--- config.mk ---
export PLATFORM = sky130hd
export DESIGN_NAME = sprite_compositor
export DESIGN_NICKNAME = d
export VERILOG_FILES = /design/src/rtl/sprite_compositor.sv
export SDC_FILE = /design/constraint.sdc
export NUM_CORES = 2
export LEC_CHECK = 0
export BUFFER_PORTS_ARGS = -buffer_cell sky130_fd_sc_hd__buf_2
export CELL_PAD_IN_SITES_DETAIL_PLACEMENT = 0
export CELL_PAD_IN_SITES_GLOBAL_PLACEMENT = 1
export CORE_ASPECT_RATIO = 1.4
export CORE_MARGIN = 2
export CORE_UTILIZATION = 45
export CTS_CLUSTER_DIAMETER = 100
export CTS_CLUSTER_SIZE = 12
export DETAILED_ROUTE_END_ITERATION = 8
export PLACE_DENSITY_LB_ADDON = 0.1
export SYNTH_ARGS = -nofsm -noshare
export SYNTH_HDL_FRONTEND = slang
export SYNTH_SLANG_ARGS = --single-unit
--- constraint.sdc ---
create_clock -name VGA_CLK -period 90.3 [get_ports VGA_CLK]
set_clock_uncertainty 0.2 [all_clocks]
set_input_delay 18.06 -clock VGA_CLK [delete_from_list [all_inputs] [get_ports VGA_CLK]]
set_output_delay 18.06 -clock VGA_CLK [all_outputs]
set_load 0.05 [all_outputs]
--- src/rtl/sprite_compositor.sv ---
// Multi-sprite compositor for the VGA pixel stream: N bitmap sprites over a solid
// background, double-buffered attributes committed at frame start, per-frame collision flags.
module sprite_compositor #(
  parameter int          N_SPRITES = 4,
  parameter int          SPR_W     = 16,
  parameter int          SPR_H     = 16,
  parameter int          H_OFFSET  = 144,
  parameter int          V_OFFSET  = 35,
  parameter logic [23:0] BG_RGB    = 24'h003232,
  localparam int         ID_W      = (N_SPRITES > 1) ? $clog2(N_SPRITES) : 1,
  localparam int         ROW_W     = (SPR_H > 1) ? $clog2(SPR_H) : 1,
  localparam int         COL_W     = (SPR_W > 1) ? $clog2(SPR_W) : 1
) (
  input  logic                 VGA_CLK,
  input  logic                 reset,
  input  logic [9:0]           VGA_X,
  input  logic [9:0]           VGA_Y,
  input  logic                 frame_start,
  input  logic                 ativo,
  input  logic                 perdeu,
  input  logic                 upd_valid,
  output logic                 upd_ready,
  input  logic [ID_W-1:0]      upd_id,
  input  logic [9:0]           upd_x,
  input  logic [9:0]           upd_y,
  input  logic [23:0]          upd_rgb,
  input  logic [1:0]           upd_scale,
  input  logic                 upd_visible,
  input  logic                 bm_we,
  input  logic [ID_W-1:0]      bm_id,
  input  logic [ROW_W-1:0]     bm_row,
  input  logic [SPR_W-1:0]     bm_data,
  output logic [7:0]           VGA_R,
  output logic [7:0]           VGA_G,
  output logic [7:0]           VGA_B,
  output logic [N_SPRITES-1:0] collision,
  output logic                 collision_any
);

  typedef struct packed {
    logic [9:0]  x;
    logic [9:0]  y;
    logic [23:0] rgb;
    logic [1:0]  scale;
    logic        visible;
  } attr_t;

  localparam logic [COL_W-1:0] COL_MAX = COL_W'(SPR_W - 1);

  attr_t                shadow [N_SPRITES];
  attr_t                active [N_SPRITES];
  logic [SPR_W-1:0]     bitmap [N_SPRITES][SPR_H];

  logic [9:0]           px, py;
  logic [10:0]          dx, dy, dxs, dys;
  logic [N_SPRITES-1:0] hit, hit_q, acc, acc_next;
  logic                 play, on_screen, gate, gate_q, multi;
  logic [23:0]          rgb_sel;

  assign upd_ready = !frame_start;

  // NOTE: every clocked process uses non-blocking assignments so all state
  // samples its inputs from the same edge regardless of process ordering.
  always_ff @(posedge VGA_CLK or posedge reset) begin
    if (reset) begin
      for (int i = 0; i < N_SPRITES; i++) begin
        shadow[i] <= '0;
        active[i] <= '0;
      end
    end else begin
      if (upd_valid && upd_ready && 32'(upd_id) < N_SPRITES)
        shadow[upd_id] <= '{x: upd_x, y: upd_y, rgb: upd_rgb,
                            scale: upd_scale, visible: upd_visible};
      if (frame_start)
        for (int i = 0; i < N_SPRITES; i++) active[i] <= shadow[i];
    end
  end

  // NOTE: the bitmap store is cleared by reset because a blank sprite set is
  // part of the post-reset screen; this keeps it in flops rather than RAM.
  always_ff @(posedge VGA_CLK or posedge reset) begin
    if (reset) begin
      for (int i = 0; i < N_SPRITES; i++)
        for (int r = 0; r < SPR_H; r++) bitmap[i][r] <= '0;
    end else if (bm_we && 32'(bm_id) < N_SPRITES && 32'(bm_row) < SPR_H) begin
      bitmap[bm_id][bm_row] <= bm_data;
    end
  end

  assign px        = VGA_X - 10'(H_OFFSET);
  assign py        = VGA_Y - 10'(V_OFFSET);
  assign play      = ativo && !perdeu;
  assign on_screen = (VGA_X >= 10'(H_OFFSET)) && (VGA_X < 10'(H_OFFSET + 640)) &&
                     (VGA_Y >= 10'(V_OFFSET)) && (VGA_Y < 10'(V_OFFSET + 480));
  assign gate      = play && on_screen;

  // NOTE: every variable written here is assigned before any conditional use,
  // so no path leaves a stale value and no latch is inferred.
  always_comb begin
    hit = '0;
    dx  = '0;
    dy  = '0;
    dxs = '0;
    dys = '0;
    for (int i = 0; i < N_SPRITES; i++) begin
      // 11-bit differences: bit 10 set means the pixel lies left of / above the sprite.
      dx  = {1'b0, px} - {1'b0, active[i].x};
      dy  = {1'b0, py} - {1'b0, active[i].y};
      dxs = dx >> active[i].scale;
      dys = dy >> active[i].scale;
      if (active[i].visible && !dx[10] && !dy[10] &&
          dxs < 11'(SPR_W) && dys < 11'(SPR_H))
        hit[i] = bitmap[i][dys[ROW_W-1:0]][COL_MAX - dxs[COL_W-1:0]];
    end
  end

  always_ff @(posedge VGA_CLK or posedge reset) begin
    if (reset) begin
      hit_q  <= '0;
      gate_q <= 1'b0;
    end else begin
      hit_q  <= hit;
      gate_q <= gate;
    end
  end

  // Walk from the highest index down so the lowest-index hit wins.
  always_comb begin
    rgb_sel = BG_RGB;
    for (int i = N_SPRITES - 1; i >= 0; i--)
      if (hit_q[i]) rgb_sel = active[i].rgb;
  end

  always_ff @(posedge VGA_CLK or posedge reset) begin
    if (reset) begin
      {VGA_R, VGA_G, VGA_B} <= 24'h0;
    end else begin
      {VGA_R, VGA_G, VGA_B} <= gate_q ? rgb_sel : 24'h0;
    end
  end

  // Two or more set bits <=> clearing the lowest set bit leaves something.
  assign multi    = |(hit & (hit - N_SPRITES'(1)));
  assign acc_next = (play && multi) ? (acc | hit) : acc;

  always_ff @(posedge VGA_CLK or posedge reset) begin
    if (reset) begin
      acc           <= '0;
      collision     <= '0;
      collision_any <= 1'b0;
    end else if (frame_start) begin
      collision     <= acc_next;
      collision_any <= |acc_next;
      acc           <= '0;
    end else begin
      acc           <= acc_next;
    end
  end

endmodule

==> impl_results.md <==
* Chip width at 337 um
* DRC Markers at 0
* Register clock-pin slew on the reported worst setup and hold paths at approximately 0.060 ns
* Async set or reset register ratio after synthesis at between 90% and 100%
* Fmax achieved at ~27 MHz
* Clock Path Buffers at 3
* WHS at between 0.2 and 0.3 ns
* Post-synth EDFFs at 0
* Worst Max-Slew Pin Slew at around 1.2 ns
* Final Max Tran Viols at 0
* Clock latency on the worst-skew pair at 0.79 ns
* Most common cell after layout, fill and taps aside: dfrtp_1
* LEAKAGE at approximately 35 nW
* Pin count of the biggest net entering global routing at 160
* Initial antenna violation count at 14
* DR vias/cell at just under 6
* Main synth FF type: dfrtp_1
* Final setup violating endpoints at 0
* GP Congestion at approximately 0.8
* Critical Path Max Stage Delay at about 0.6 ns
* Minimum clock period at roughly 37 ns
* DIE HEIGHT at 471 um
* Design area at about 76,000 sq um
* Port bufs at roughly 130
* Inst Count DP at ~7,600
* Outcome: finished, final reports clean
* DRT Pass-1 Iters at 5
* Worst Setup End Kind: output port
* Yosys reg bits at between 1,000 and 1,500
* Synth cell types at 96
* Sequential fraction of the synthesis area at between 50% and 60%
* Avg Inst Size Synth at 12.3 sq um
* Slew headroom at between 15 and 20%
* First-pass GRT wire length at around 300,000 um
* Drt first-iter violations at approximately 2,500
* Clock Sink Count at 1,438
* Synth Cell Area at about 70,000 sq um
* Area leader, netlist: dfrtp_1
* DR WL/cell at approximately 25 um
* Critical Path Slowest Stage Cell: buf_8
* Crit-path max FO at between 100 and 150
* Nets at ~5,800
* Dpl cell area at just over 70,000 sq um
* # Max-Cap Violations at 0
* VDD IR max at about 18 uV
* Layout cell share with drive strength beyond 1 at 33.7%
* Commonest non-fill, non-tap cells in the layout: 1,437 x dfrtp_1, 1,391 x mux2_2, 489 x nand2_1, 339 x mux2i_1, 170 x o21ai_0
* P&R area growth vs syn at 8.93%
* Post-CTS Resized at 0
* Syn Inst Count at between 5,000 and 6,000
* Synth top area share at 51.4%
* CTS Buf Count at 138
* Drt total wl at 195,000 um
* Hold Path Class: reg2reg
* Vias in the first global route at ~47,000
* CP arrival at roughly 19 ns
* CP startpoint kind: input pin
* Root buf cell: clkbuf_16
* PwrDens at roughly 27 nW/um^2
* CP Cell Sequence: buf_8, inv_1, buf_2
* RSZ-0062 raised after global routing: no
* Total grt overflow at 0
* CP bufs+invs at 3
* Hold bufs inserted after CTS at 0
* FP Rows at 171
* Placed wire-length estimate at 122,000 um
* Post-CTS Setup Bufs at 0
* GR Util All Layers at approximately a quarter
* Core ar. at 155,000 sq um
* Post-Layout Cell Count at 7,742
* Vias at 45,100
* TNS Setup at 0 ns
* Final hold violation count at 0
* H-tree depth at 4
* CTS tree: done
* Die ar. at around 160,000 sq um
* Yosys warns at 0
* Top post-synthesis cells by area: dfrtp_1 51%, mux2_2 22%, mux2i_1 4.9%, nand2_1 2.6%, clkbuf_1 1.6%
* Worst path top cell family by delay: buffers and inverters
* Worst setup path class: in2out
* Io pins at roughly 130
* Worst EP required at a little over 70 ns
* Syn Nets at between 5,000 and 6,000
* Starting Density at a little under half
* Part of the cycle the worst path needs at around two fifths
* Post-route ant nets at 0
-- per-layer routing --
| metal | share of wire [%] | up-vias | global-route usage (%) | wire (um) |
|---|---|---|---|---|
| li1 | - | 20400 | - | - |
| met1 | 42 | 23700 | 31.3 | 82200 |
| met2 | 51 | 815 | 43.5 | 99800 |
| met3 | 3.5 | 274 | 3.05 | 6780 |
| met4 | 3.0 | 14 | 7.75 | 5750 |
| met5 | 0.052 | - | 0 | 101 |
-- cell families (layout without fill, tap and decap cells) --
kind of cell             after synthesis  in the layout  synth area share (%)
buffers and inverters                549            511                  3.27
multiplexers                        1778           1778                  28.8
AO/OA/AOI/OAI                        719            719                  7.10
AND/OR/NAND/NOR                     1081           1081                  7.14
XOR/XNOR                              44             44                 0.562
adder cells (fa/ha/maj)               91             91                  1.71
flip-flops                          1438           1438                  51.4
other                                  0              4                     0
-- flip-flops by register name, summed over array words and instances, names as in the netlist --
signal	cells
VGA_G	8
collision_any	1
hit_q	4
acc	4
active	188
collision	4
bitmap	1024
shadow	188
VGA_B	8
gate_q	1
VGA_R	8
-- final timing paths --
check                            startpoint            end  slack, ns  depth (start not counted)
worst max-delay path            frame_start      upd_ready      52.84                          3
min in group asynchronous             reset     active[34]      17.24                          2
worst max register to register   active[48]  collision_any      83.00                         15
max in group asynchronous             reset    bitmap[425]      67.96                          7
worst min-delay path             shadow[33]     active[33]       0.28                          2
worst min register to register   shadow[33]     active[33]       0.28                          2
-- Yosys cell counts, types with 13 or more instances --
cell / number
mux2i_1: 339
o21a_1: 27
a311oi_1: 20
nor4_1: 13
nor2b_1: 28
a21oi_1: 124
a21o_1: 24
o2111ai_1: 13
buf_1: 28
o22ai_1: 21
o211ai_1: 38
or3_1: 13
nor2_1: 174
mux2_2: 1391
a211oi_1: 39
xnor2_1: 23
and3_1: 40
nand2_1: 490
a22oi_1: 33
mux4_2: 47
ha_1: 83
nand3_1: 113
clkbuf_1: 302
a311o_1: 20
xor2_1: 20
a31oi_1: 27
a221oi_1: 13
buf_2: 75
buf_4: 25
dfrtp_1: 1438
o21ai_0: 171
and2_1: 36
nand2b_1: 29
nor3_1: 56
inv_1: 112
nand4_1: 31
-- report_power, final --
group | internal [mW] | switching [mW]
Sequential | 0.744 | 0.0487
Combinational | 0.279 | 0.429
Clock | 0.279 | 0.248
-- worst register-to-register path: cells and delay by family (launching register included) --
| kind | cells | cell delay, ns |
|---|---|---|
| compound gates | 6 | 2.70 |
| mux | 2 | 0.37 |
| flops | 1 | 0.80 |
| simple gates | 4 | 1.46 |
| buf+inv | 3 | 1.64 |
-- area by class of cell --
cell class,count,area [sq um]
Fill cell,14100,78500
Inverter,114,435
Multi-Input combinational cell,3713,31900
Clock buffer,142,3530
Timing Repair Buffer,242,1520
Tap cell,2076,2600
Antenna cell,4,10.0
Sequential cell,1438,36000
Clock inverter,13,205
-- through the flow --
stage	utilization [%]	total power, mW	setup WS (ns)
floorplan	-	1.30	31.49
global placement	46.8	1.50	52.80
detailed placement	46.8	1.52	52.80
CTS	49.3	2.05	52.79
global route	49.3	2.14	52.74
finish	49.3	2.03	52.84
Note: power is estimated with default switching activity, not from simulation.
